### config.mk
export PLATFORM = sky130hd
export DESIGN_NAME = crc32_tx_serializer
export DESIGN_NICKNAME = d
export VERILOG_FILES = /design/src/rtl/crc32_tx_serializer.sv
export SDC_FILE = /design/constraint.sdc
export NUM_CORES = 1
export LEC_CHECK = 0
export ABC_AREA = 1
export CAP_MARGIN = 20
export CORE_ASPECT_RATIO = 1.75
export CORE_MARGIN = 5
export CORE_UTILIZATION = 35
export DETAILED_ROUTE_END_ITERATION = 8
export HOLD_SLACK_MARGIN = 0.02
export SYNTH_ARGS = -nofsm -noshare
export SYNTH_HDL_FRONTEND = slang
export SYNTH_SLANG_ARGS = --single-unit
export TNS_END_PERCENT = 100
### constraint.sdc
create_clock -name CLK -period 2.45 [get_ports CLK]
set_input_delay 0.49 -clock CLK [delete_from_list [all_inputs] [get_ports CLK]]
set_output_delay 0.49 -clock CLK [all_outputs]
set_load 0.05 [all_outputs]
### src/rtl/crc32_tx_serializer.sv
// crc32_tx_serializer: serialises frame bytes LSB-first into a bit-serial CRC-32 engine and appends the 32-bit FCS
//   CLK, RST                 clock and synchronous active-high reset
//   S_DATA/S_VALID/S_LAST    byte stream in, S_READY back-pressure out
//   TX_BIT/TX_VALID/TX_EOF   serial line out; ABORT pulses on underrun
//   CRC_Init/CRC_ENABLE/DATA_Serial_Stream  engine control; CRC_Resault engine result in
//   FCS                      FCS of the last completed frame
module crc32_tx_serializer #(
  parameter bit FCS_INVERT = 1'b1
) (
  input  logic        CLK,
  input  logic        RST,
  input  logic [7:0]  S_DATA,
  input  logic        S_VALID,
  input  logic        S_LAST,
  output logic        S_READY,
  output logic        TX_BIT,
  output logic        TX_VALID,
  output logic        TX_EOF,
  output logic        ABORT,
  output logic        CRC_Init,
  output logic        CRC_ENABLE,
  output logic        DATA_Serial_Stream,
  input  logic [31:0] CRC_Resault,
  output logic [31:0] FCS
);
  typedef enum logic [1:0] {ST_IDLE, ST_DATA, ST_FCS} state_t;
  state_t      state_q;
  logic [7:0]  shreg_q;
  logic        last_q;
  logic [2:0]  bit_q;
  logic [4:0]  fcs_cnt_q;
  logic [31:0] fcs_q;
  logic        tx_bit_q, tx_valid_q, tx_eof_q, abort_q, crc_init_q, crc_en_q, dss_q;
  logic [31:0] fcs_d;
  logic [2:0]  bit_d;
  logic [4:0]  fcs_cnt_d;
  logic        take;
  // CRC_Resault already includes the bit on the line, so sampling it while bit 7 of the last byte is presented captures the whole frame
  assign fcs_d     = FCS_INVERT ? ~CRC_Resault : CRC_Resault;
  assign bit_d     = bit_q + 3'd1;
  assign fcs_cnt_d = fcs_cnt_q + 5'd1;
  assign S_READY   = (state_q == ST_IDLE) || (state_q == ST_DATA && bit_q == 3'd7 && !last_q);
  assign take      = S_VALID && S_READY;
  always_ff @(posedge CLK) begin
    if (RST) begin
      state_q    <= ST_IDLE;
      shreg_q    <= '0;
      last_q     <= 1'b0;
      bit_q      <= '0;
      fcs_cnt_q  <= '0;
      fcs_q      <= '0;
      tx_bit_q   <= 1'b0;
      tx_valid_q <= 1'b0;
      tx_eof_q   <= 1'b0;
      abort_q    <= 1'b0;
      crc_init_q <= 1'b1;
      crc_en_q   <= 1'b0;
      dss_q      <= 1'b0;
    end else begin
      abort_q  <= 1'b0;
      tx_eof_q <= 1'b0;
      if (take) begin
        state_q    <= ST_DATA;
        shreg_q    <= S_DATA;
        last_q     <= S_LAST;
        bit_q      <= '0;
        tx_bit_q   <= S_DATA[0];
        dss_q      <= S_DATA[0];
        tx_valid_q <= 1'b1;
        crc_en_q   <= 1'b1;
        crc_init_q <= 1'b0;
      end else begin
        case (state_q)
          ST_DATA: begin
            bit_q <= bit_d;
            if (bit_q != 3'd7) begin
              tx_bit_q <= shreg_q[bit_d];
              dss_q    <= shreg_q[bit_d];
            end else if (last_q) begin
              state_q   <= ST_FCS;
              fcs_q     <= fcs_d;
              fcs_cnt_q <= '0;
              tx_bit_q  <= fcs_d[31];
              dss_q     <= 1'b0;
              crc_en_q  <= 1'b0;
            end else begin
              // underrun: drop the frame, engine is re-initialised from IDLE
              state_q    <= ST_IDLE;
              abort_q    <= 1'b1;
              tx_valid_q <= 1'b0;
              tx_bit_q   <= 1'b0;
              dss_q      <= 1'b0;
              crc_en_q   <= 1'b0;
              crc_init_q <= 1'b1;
            end
          end
          ST_FCS: begin
            if (fcs_cnt_q != 5'd31) begin
              fcs_cnt_q <= fcs_cnt_d;
              tx_bit_q  <= fcs_q[~fcs_cnt_d];
              tx_eof_q  <= fcs_cnt_d == 5'd31;
            end else begin
              state_q    <= ST_IDLE;
              tx_valid_q <= 1'b0;
              tx_bit_q   <= 1'b0;
              crc_init_q <= 1'b1;
            end
          end
          default: ;
        endcase
      end
    end
  end
  assign TX_BIT             = tx_bit_q;
  assign TX_VALID           = tx_valid_q;
  assign TX_EOF             = tx_eof_q;
  assign ABORT              = abort_q;
  assign CRC_Init           = crc_init_q;
  assign CRC_ENABLE         = crc_en_q;
  assign DATA_Serial_Stream = dss_q;
  assign FCS                = fcs_q;
endmodule
==> results of run 1 <==
[worst max path at each step]
stage	from	endpoint	slack, ns	depth (start not counted)
after floorplan	fcs_cnt_q[0]	TX_BIT	0.42	15
after global placement	state_q[1]	fcs_cnt_q[0]	0.23	10
after detailed placement	state_q[1]	fcs_cnt_q[0]	0.21	10
after CTS	state_q[1]	FCS[19]	0.19	11
after global routing	state_q[1]	FCS[19]	0.02	11
final	state_q[1]	FCS[19]	0.21	11
[cell families after synthesis]
logic type | after synthesis | share of synthesized area
adders and majority gates | 8 | 0.03685
and+or+nand+nor | 132 | 0.2068
xor gates and xnor gates | 3 | 0.009675
AOI/OAI and AO/OA | 107 | 0.2137
buffers and inverters | 59 | 0.1055
DFF | 58 | 0.4275
[power by group]
group / switching, µW / leakage, µW / total [µW] / internal [µW]
combinational: 174 / 0.000963 / 312 / 139
clock: 394 / 0.000152 / 1250 / 860
sequential: 16.9 / 0.000471 / 990 / 973
total: 584 / 0.00159 / 2560 / 1970
[registers in the layout (all words and copies together) (netlist names)]
name	flops
state_q	2
TX_VALID	1
CRC_ENABLE	1
DATA_Serial_Stream	1
fcs_cnt_q	5
FCS	32
TX_EOF	1
CRC_Init	1
last_q	1
TX_BIT	1
shreg_q	8
bit_q	3
ABORT	1
[layout by cell type (no fill, tap or decap), drive strengths merged]
master / count
a211oi: 1
a21boi: 1
a21oi: 52
a221oi: 1
a31oi: 1
buf: 7
bufinv: 1
clkbuf: 13
clkdlybuf4s50: 82
clkinv: 2
dfxtp: 58
ha: 8
inv: 40
nand2: 87
nand3: 26
nand4: 3
nor2: 15
nor3: 1
o211ai: 4
o21ai: 45
o22ai: 2
xnor2: 1
xor2: 2
[worst min-delay path, stage by stage (launching register included)]
cell and delay, ns:
dfxtp_1 0.30, inv_1 0.05, a21oi_1 0.05
[per-stage QoR]
| stage | instance area [µm²] | worst slack (ns) | hold WS (ns) |
|---|---|---|---|
| after floorplan | 2716 | 0.4212 | 0.4206 |
| after global placement | 3585 | 0.2298 | 0.4355 |
| after detailed placement | 3585 | 0.2125 | 0.4415 |
| after CTS | 3890 | 0.1932 | 0.4493 |
| after global routing | 3890 | 0.01888 | 0.4704 |
| final | 3890 | 0.2072 | 0.4442 |
[layout make-up]
cell class              instances  area [µm²]  area share
repair buffers                 89       885.9      0.2277
clock inverters                 2       35.03    0.009006
inverters                      41       158.9     0.04085
clock buffers                  13       270.3     0.06948
well taps                      88       110.1     0.02831
multi-input cells             250        1269      0.3262
flip-flops and latches         58        1161      0.2985
[metal layers]
metal,GRT usage,share of wire
met5,0,0
met4,0.08342,0.025
met3,0.03759,0.044
met2,0.3015,0.54
met1,0.1654,0.39
[synth_stat cells (3+ instances only)]
cell      count  area, µm²
o21ai_0      15      75.07
nor2_1       13      48.80
inv_1        36      135.1
a21oi_1      50      250.2
nand4_1       3      18.77
o21ai_1      29      145.1
dfxtp_1      58       1161
ha_1          8      100.1
nand2_1      83      311.6
o211ai_1      4      30.03
buf_2         3      15.01
buf_6         7      78.83
nand3_1      26      130.1
clkbuf_1      7      26.28
==> key figures, run 1 <==
Yosys
  – Mapped Cells: 367
  – Syn avg cell area: between 7 and 8 µm²
  – Seq/Total Area, Yosys: 0.4275
  – Synth Flop Type: dfxtp_1
  – Asr flop ratio synth: 0
  – Synth Warn #: 0
  – Syn_nets: approximately 420
  – Synth cell types: 31
  – Post-synth EDFFs: 0
  – Post-Syn Area: between 2000 and 3000 µm²
  – Synthesized flop and latch total: 58

STA
  – Slew Limit Fails: 0
  – Post-layout minimum cycle time: 2.243 ns
  – RSZ-0062 raised after global routing: false
  – Worst slew pin tran: about 0.56 ns
  – Final hold vios: 0
  – Fmax achieved: approximately 450 MHz
  – Fin Setup TNS: 0 ns
  – Fin Clk Skew: roughly 0.0089 ns
  – Slew Limit Headroom: 0.6286
  – Tcrit/Tclk final: 0.9154
  – Final setup vio count: 0

Floorplan
  – I/O pin count: 84
  – CORE AREA: approximately 7600 µm²
  – Die area: approximately 9700 µm²
  – Initial core utilization: 0.3590
  – Row cnt: between 40 and 50
  – Die Wd: between 70 and 80 µm
  – Die Height: 126.5 µm

CTS
  – Post-CTS setup buffer count: 0
  – Hold_buf cts: 0
  – # clock sinks: between 50 and 60
  – Root Buffer: clkbuf_16
  – CTS H-Tree Depth: 3
  – CTS tree: done
  – Clk Latency, worst-skew pair: roughly 0.32 ns
  – CTS max path bufs: 2
  – Cts repair resizes: 0
  – Clock-pin slew on the worst setup and hold paths: 0.05 ns
  – Num CTS Buffers: 9

Critical path
  – R2R Path Start: state_q[1]
  – CP required: roughly 2.6 ns
  – Critical path endpoint category: register
  – CP Max Fanout: 62
  – Reg2reg setup slack: approximately 0.21 ns
  – FF-to-FF End: FCS[19]
  – Worst Setup Start Kind: register
  – CP bufs+invs: 3
  – Reg2Reg Depth: 11
  – Crit-path max cell delay: 0.40 ns
  – Critical-path top delay cell: ha_1
  – Critical path data arrival time: 2.43 ns
  – Critical Path, Cell by Cell: inv_1 -> ha_1 -> nand2_4 -> inv_4 -> nand2_4 -> a21boi_4 -> nor2_2 -> nand2_2 -> inv_4 -> o21ai_0 -> a21oi_1
  – Delay-heaviest family, CP: compound AO/OA/AOI/OAI gates
  – CP Class: reg2reg

Routing
  – Initial DRC count: 170
  – Average wire per standard cell: about 14 µm
  – Vias per inst: 4.963
  – Pre-antenna DRT Iters: 4
  – ANT nets after route: 0
  – Drt drc: 0
  – Vias: ~2700
  – Routed WL: 7565 µm

Flow run
  – Max Cap Viol: 0

Global routing
  – Total grt overflow: 0
  – All-Layer GR Usage: 0.1622
  – Largest net degree at the start of global routing: 63
  – First-pass GRT wire length: about 13000 µm
  – Vias in the first global route: about 2700
  – Initial antenna violation count: 0

Min path
  – Hold Crit Depth: 2
  – Min-Delay Startpoint: shreg_q[5]
  – Min-Delay Path Class: reg2reg
  – WHS Endpoint: shreg_q[5]

Layout
  – # fillers: between 700 and 800
  – Final Instance Count excl. Fillers: between 500 and 600
  – Post-layout nets: around 500
  – Share of cells above drive strength 1: 0.07726
  – Layout Utilization: 0.5141
  – # diodes: 0
  – Area delta synth->final: 43.21%

Power
  – VDD IR max: between 0.3 and 0.4 mV
  – Total chip power: 2556 µW
  – PwrDens: ~660 nW/µm²
  – LEAKAGE: 0.001585 µW

Place
  – Placed Instances: 526
  – DP HPWL: between 5000 and 6000 µm
  – Port buffer count: 83
  – Placer congestion estimate: ~0.85

Run status
  – Status: finished clean
Power figures use the tool's default switching activity.
==> run 2, diff against run 1 <==
CORE_MARGIN = 4   (was 5)
HOLD_SLACK_MARGIN = 0.12   (was 0.02)
==> key figures, run 2 (synthesis gave the netlist of run 1 again) <==
Run status
  – Status: finished clean

STA
  – Slew Limit Fails: 0
  – WHS: roughly 0.45 ns
  – RSZ-0062 raised after global routing: false
  – Fmax achieved: about 460 MHz
  – Final hold vios: 0
  – Slew Limit Headroom: 0.6248
  – Tcrit/Tclk final: 0.8926
  – Post-layout minimum cycle time: about 2.2 ns
  – Final worst-path setup slack: 0.2632 ns
  – Worst slew pin tran: 0.5629 ns
  – Fin Setup TNS: 0 ns
  – Fin Clk Skew: 0.004965 ns
  – Final setup vio count: 0

Critical path
  – Reg2Reg Depth: 11
  – Critical path endpoint category: register
  – FF-to-FF End: FCS[18]
  – CP required: around 2.7 ns
  – Critical path data arrival time: 2.44 ns
  – CP Max Fanout: 62
  – Worst Setup Start Kind: register
  – R2R Path Start: bit_q[0]
  – Reg2reg setup slack: about 0.26 ns
  – CP Class: reg2reg

Min path
  – Min-Delay Path Class: reg2reg
  – WHS Endpoint: shreg_q[5]
  – Min-Delay Startpoint: shreg_q[5]
  – Hold Crit Depth: 2

Layout
  – # diodes: 0
  – Max reg flops: 32
  – Most common cell after layout, fill and taps aside: nand2_1
  – # fillers: ~780
  – Post-layout nets: ~500
  – Final Cell Area: approximately 3900 µm²
  – Share of cells above drive strength 1: 0.08150
  – Sequential cell area: between 1000 and 1500 µm²
  – Area delta synth->final: 43.07%
  – Most frequent cells in the layout: 83 x nand2_1, 82 x clkdlybuf4s50_1, 58 x dfxtp_1, 50 x a21oi_1, 36 x inv_1
  – Multi-input gate area: about 1300 µm²

Global routing
  – First-pass GRT wire length: roughly 12000 µm
  – Vias in the first global route: 2711
  – All-Layer GR Usage: 0.1698
  – Total grt overflow: 0
  – Initial antenna violation count: 0
  – Largest net degree at the start of global routing: 63

Routing
  – Routed WL: approximately 7500 µm
  – ANT nets after route: 0
  – Pre-antenna DRT Iters: 4
  – Drt drc: 0
  – Vias: 2654
  – Vias per inst: around 5
  – Average wire per standard cell: around 14 µm
  – Initial DRC count: 134

Power
  – Sequential share of power: 0.392
  – Net switching power: 607.4 µW
  – LEAKAGE: ~0.0016 µW
  – Clock power frac: 0.484
  – Pint: 1915 µW
  – Comb power frac: 0.125
  – PwrDens: ~650 nW/µm²
  – Sw frac: 0.2408
  – VDD IR max: 0.3497 mV

Place
  – DP HPWL: 5696 µm
  – Placer congestion estimate: a little over 0.8
  – Post-DP Area: ~3600 µm²
  – Port buffer count: slightly above 80
  – Pre-CTS setup slack: between 0.2 and 0.25 ns

CTS
  – Root Buffer: clkbuf_16
  – Clk Latency, worst-skew pair: 0.32 ns
  – Cts repair resizes: 0
  – CTS tree: done
  – Num CTS Buffers: 9
  – # clock sinks: 58
  – Hold_buf cts: 0
  – CTS max path bufs: 2
  – Clock-pin slew on the worst setup and hold paths: approximately 0.050 ns
  – Post-CTS setup buffer count: 0
  – CTS H-Tree Depth: 3

Floorplan
  – CORE AREA: roughly 7600 µm²
  – Die Wd: approximately 75 µm
  – Die Height: ~120 µm
  – Row cnt: 42
  – I/O pin count: 84
  – Die area: between 9000 and 10000 µm²
  – Initial core utilization: 0.3590

Flow run
  – Max Cap Viol: 0
==> run 2: final cells by class <==
type                    instances  area share
flip-flops and latches         58      0.2988
multi-input cells             250      0.3265
inverters                      41     0.04089
repair buffers                 90      0.2299
clock inverters                 5     0.01417
clock buffers                  10     0.06149
well taps                      88     0.02833
==> run 2: how the worst max path moves through the flow <==
stage          cells past startpoint    startpoint      endpoint  slack [ns]
6_report                          11      bit_q[0]       FCS[18]        0.26
5_1_grt                           11      bit_q[0]       FCS[19]        0.02
4_1_cts                           11      bit_q[0]       FCS[18]        0.24
3_5_place_dp                       6       S_VALID  fcs_cnt_q[0]        0.24
3_3_place_gp                       6       S_VALID  fcs_cnt_q[0]        0.24
2_1_floorplan                     15  fcs_cnt_q[0]        TX_BIT        0.42
==> run 2: power groups by stage <==
stage / logic, µW / clock network, µW / registers [µW]
after CTS: 318 / 1240 / 988
after global placement: 315 / 0 / 1010
after detailed placement: 315 / 0 / 1010
final: 315 / 1220 / 988
after global routing: 345 / 1280 / 990
after floorplan: 150 / 0 / 1030
==> run 2: through the flow <==
stage | cells | util | power (µW)
2_1_floorplan | 367 | - | 1183
3_3_place_gp | 527 | 0.4747 | 1322
3_5_place_dp | 527 | 0.4747 | 1323
4_1_cts | 542 | 0.5136 | 2542
5_1_grt | 542 | 0.5136 | 2619
6_report | 542 | 0.5136 | 2522
==> run 2: worst max-delay path, stage by stage (launching register included) <==
cell,delay [ns]
dfxtp_1,0.31
ha_1,0.20
ha_1,0.25
nand2_4,0.11
inv_4,0.04
nand2_4,0.06
a21boi_4,0.11
nor2_2,0.18
nand2_2,0.13
inv_4,0.43
o21ai_0,0.15
a21oi_1,0.12
==> run 2: layer usage <==
layer  routed length, µm  vias up  share of wire  track usage
met3                 410       10          0.054      0.03473
met2                4136       79           0.55       0.3183
met5                   0        -              0            0
met1                2874     1193           0.38       0.1735
met4                 115        0          0.015      0.06604
li1                    -     1372              -            -
==> run 3, diff against run 2 <==
GPL_ROUTABILITY_DRIVEN = 0   (was not set)
==> results of run 3 <==
Same layout as run 2: the final DEF is identical, and so are final timing and power.
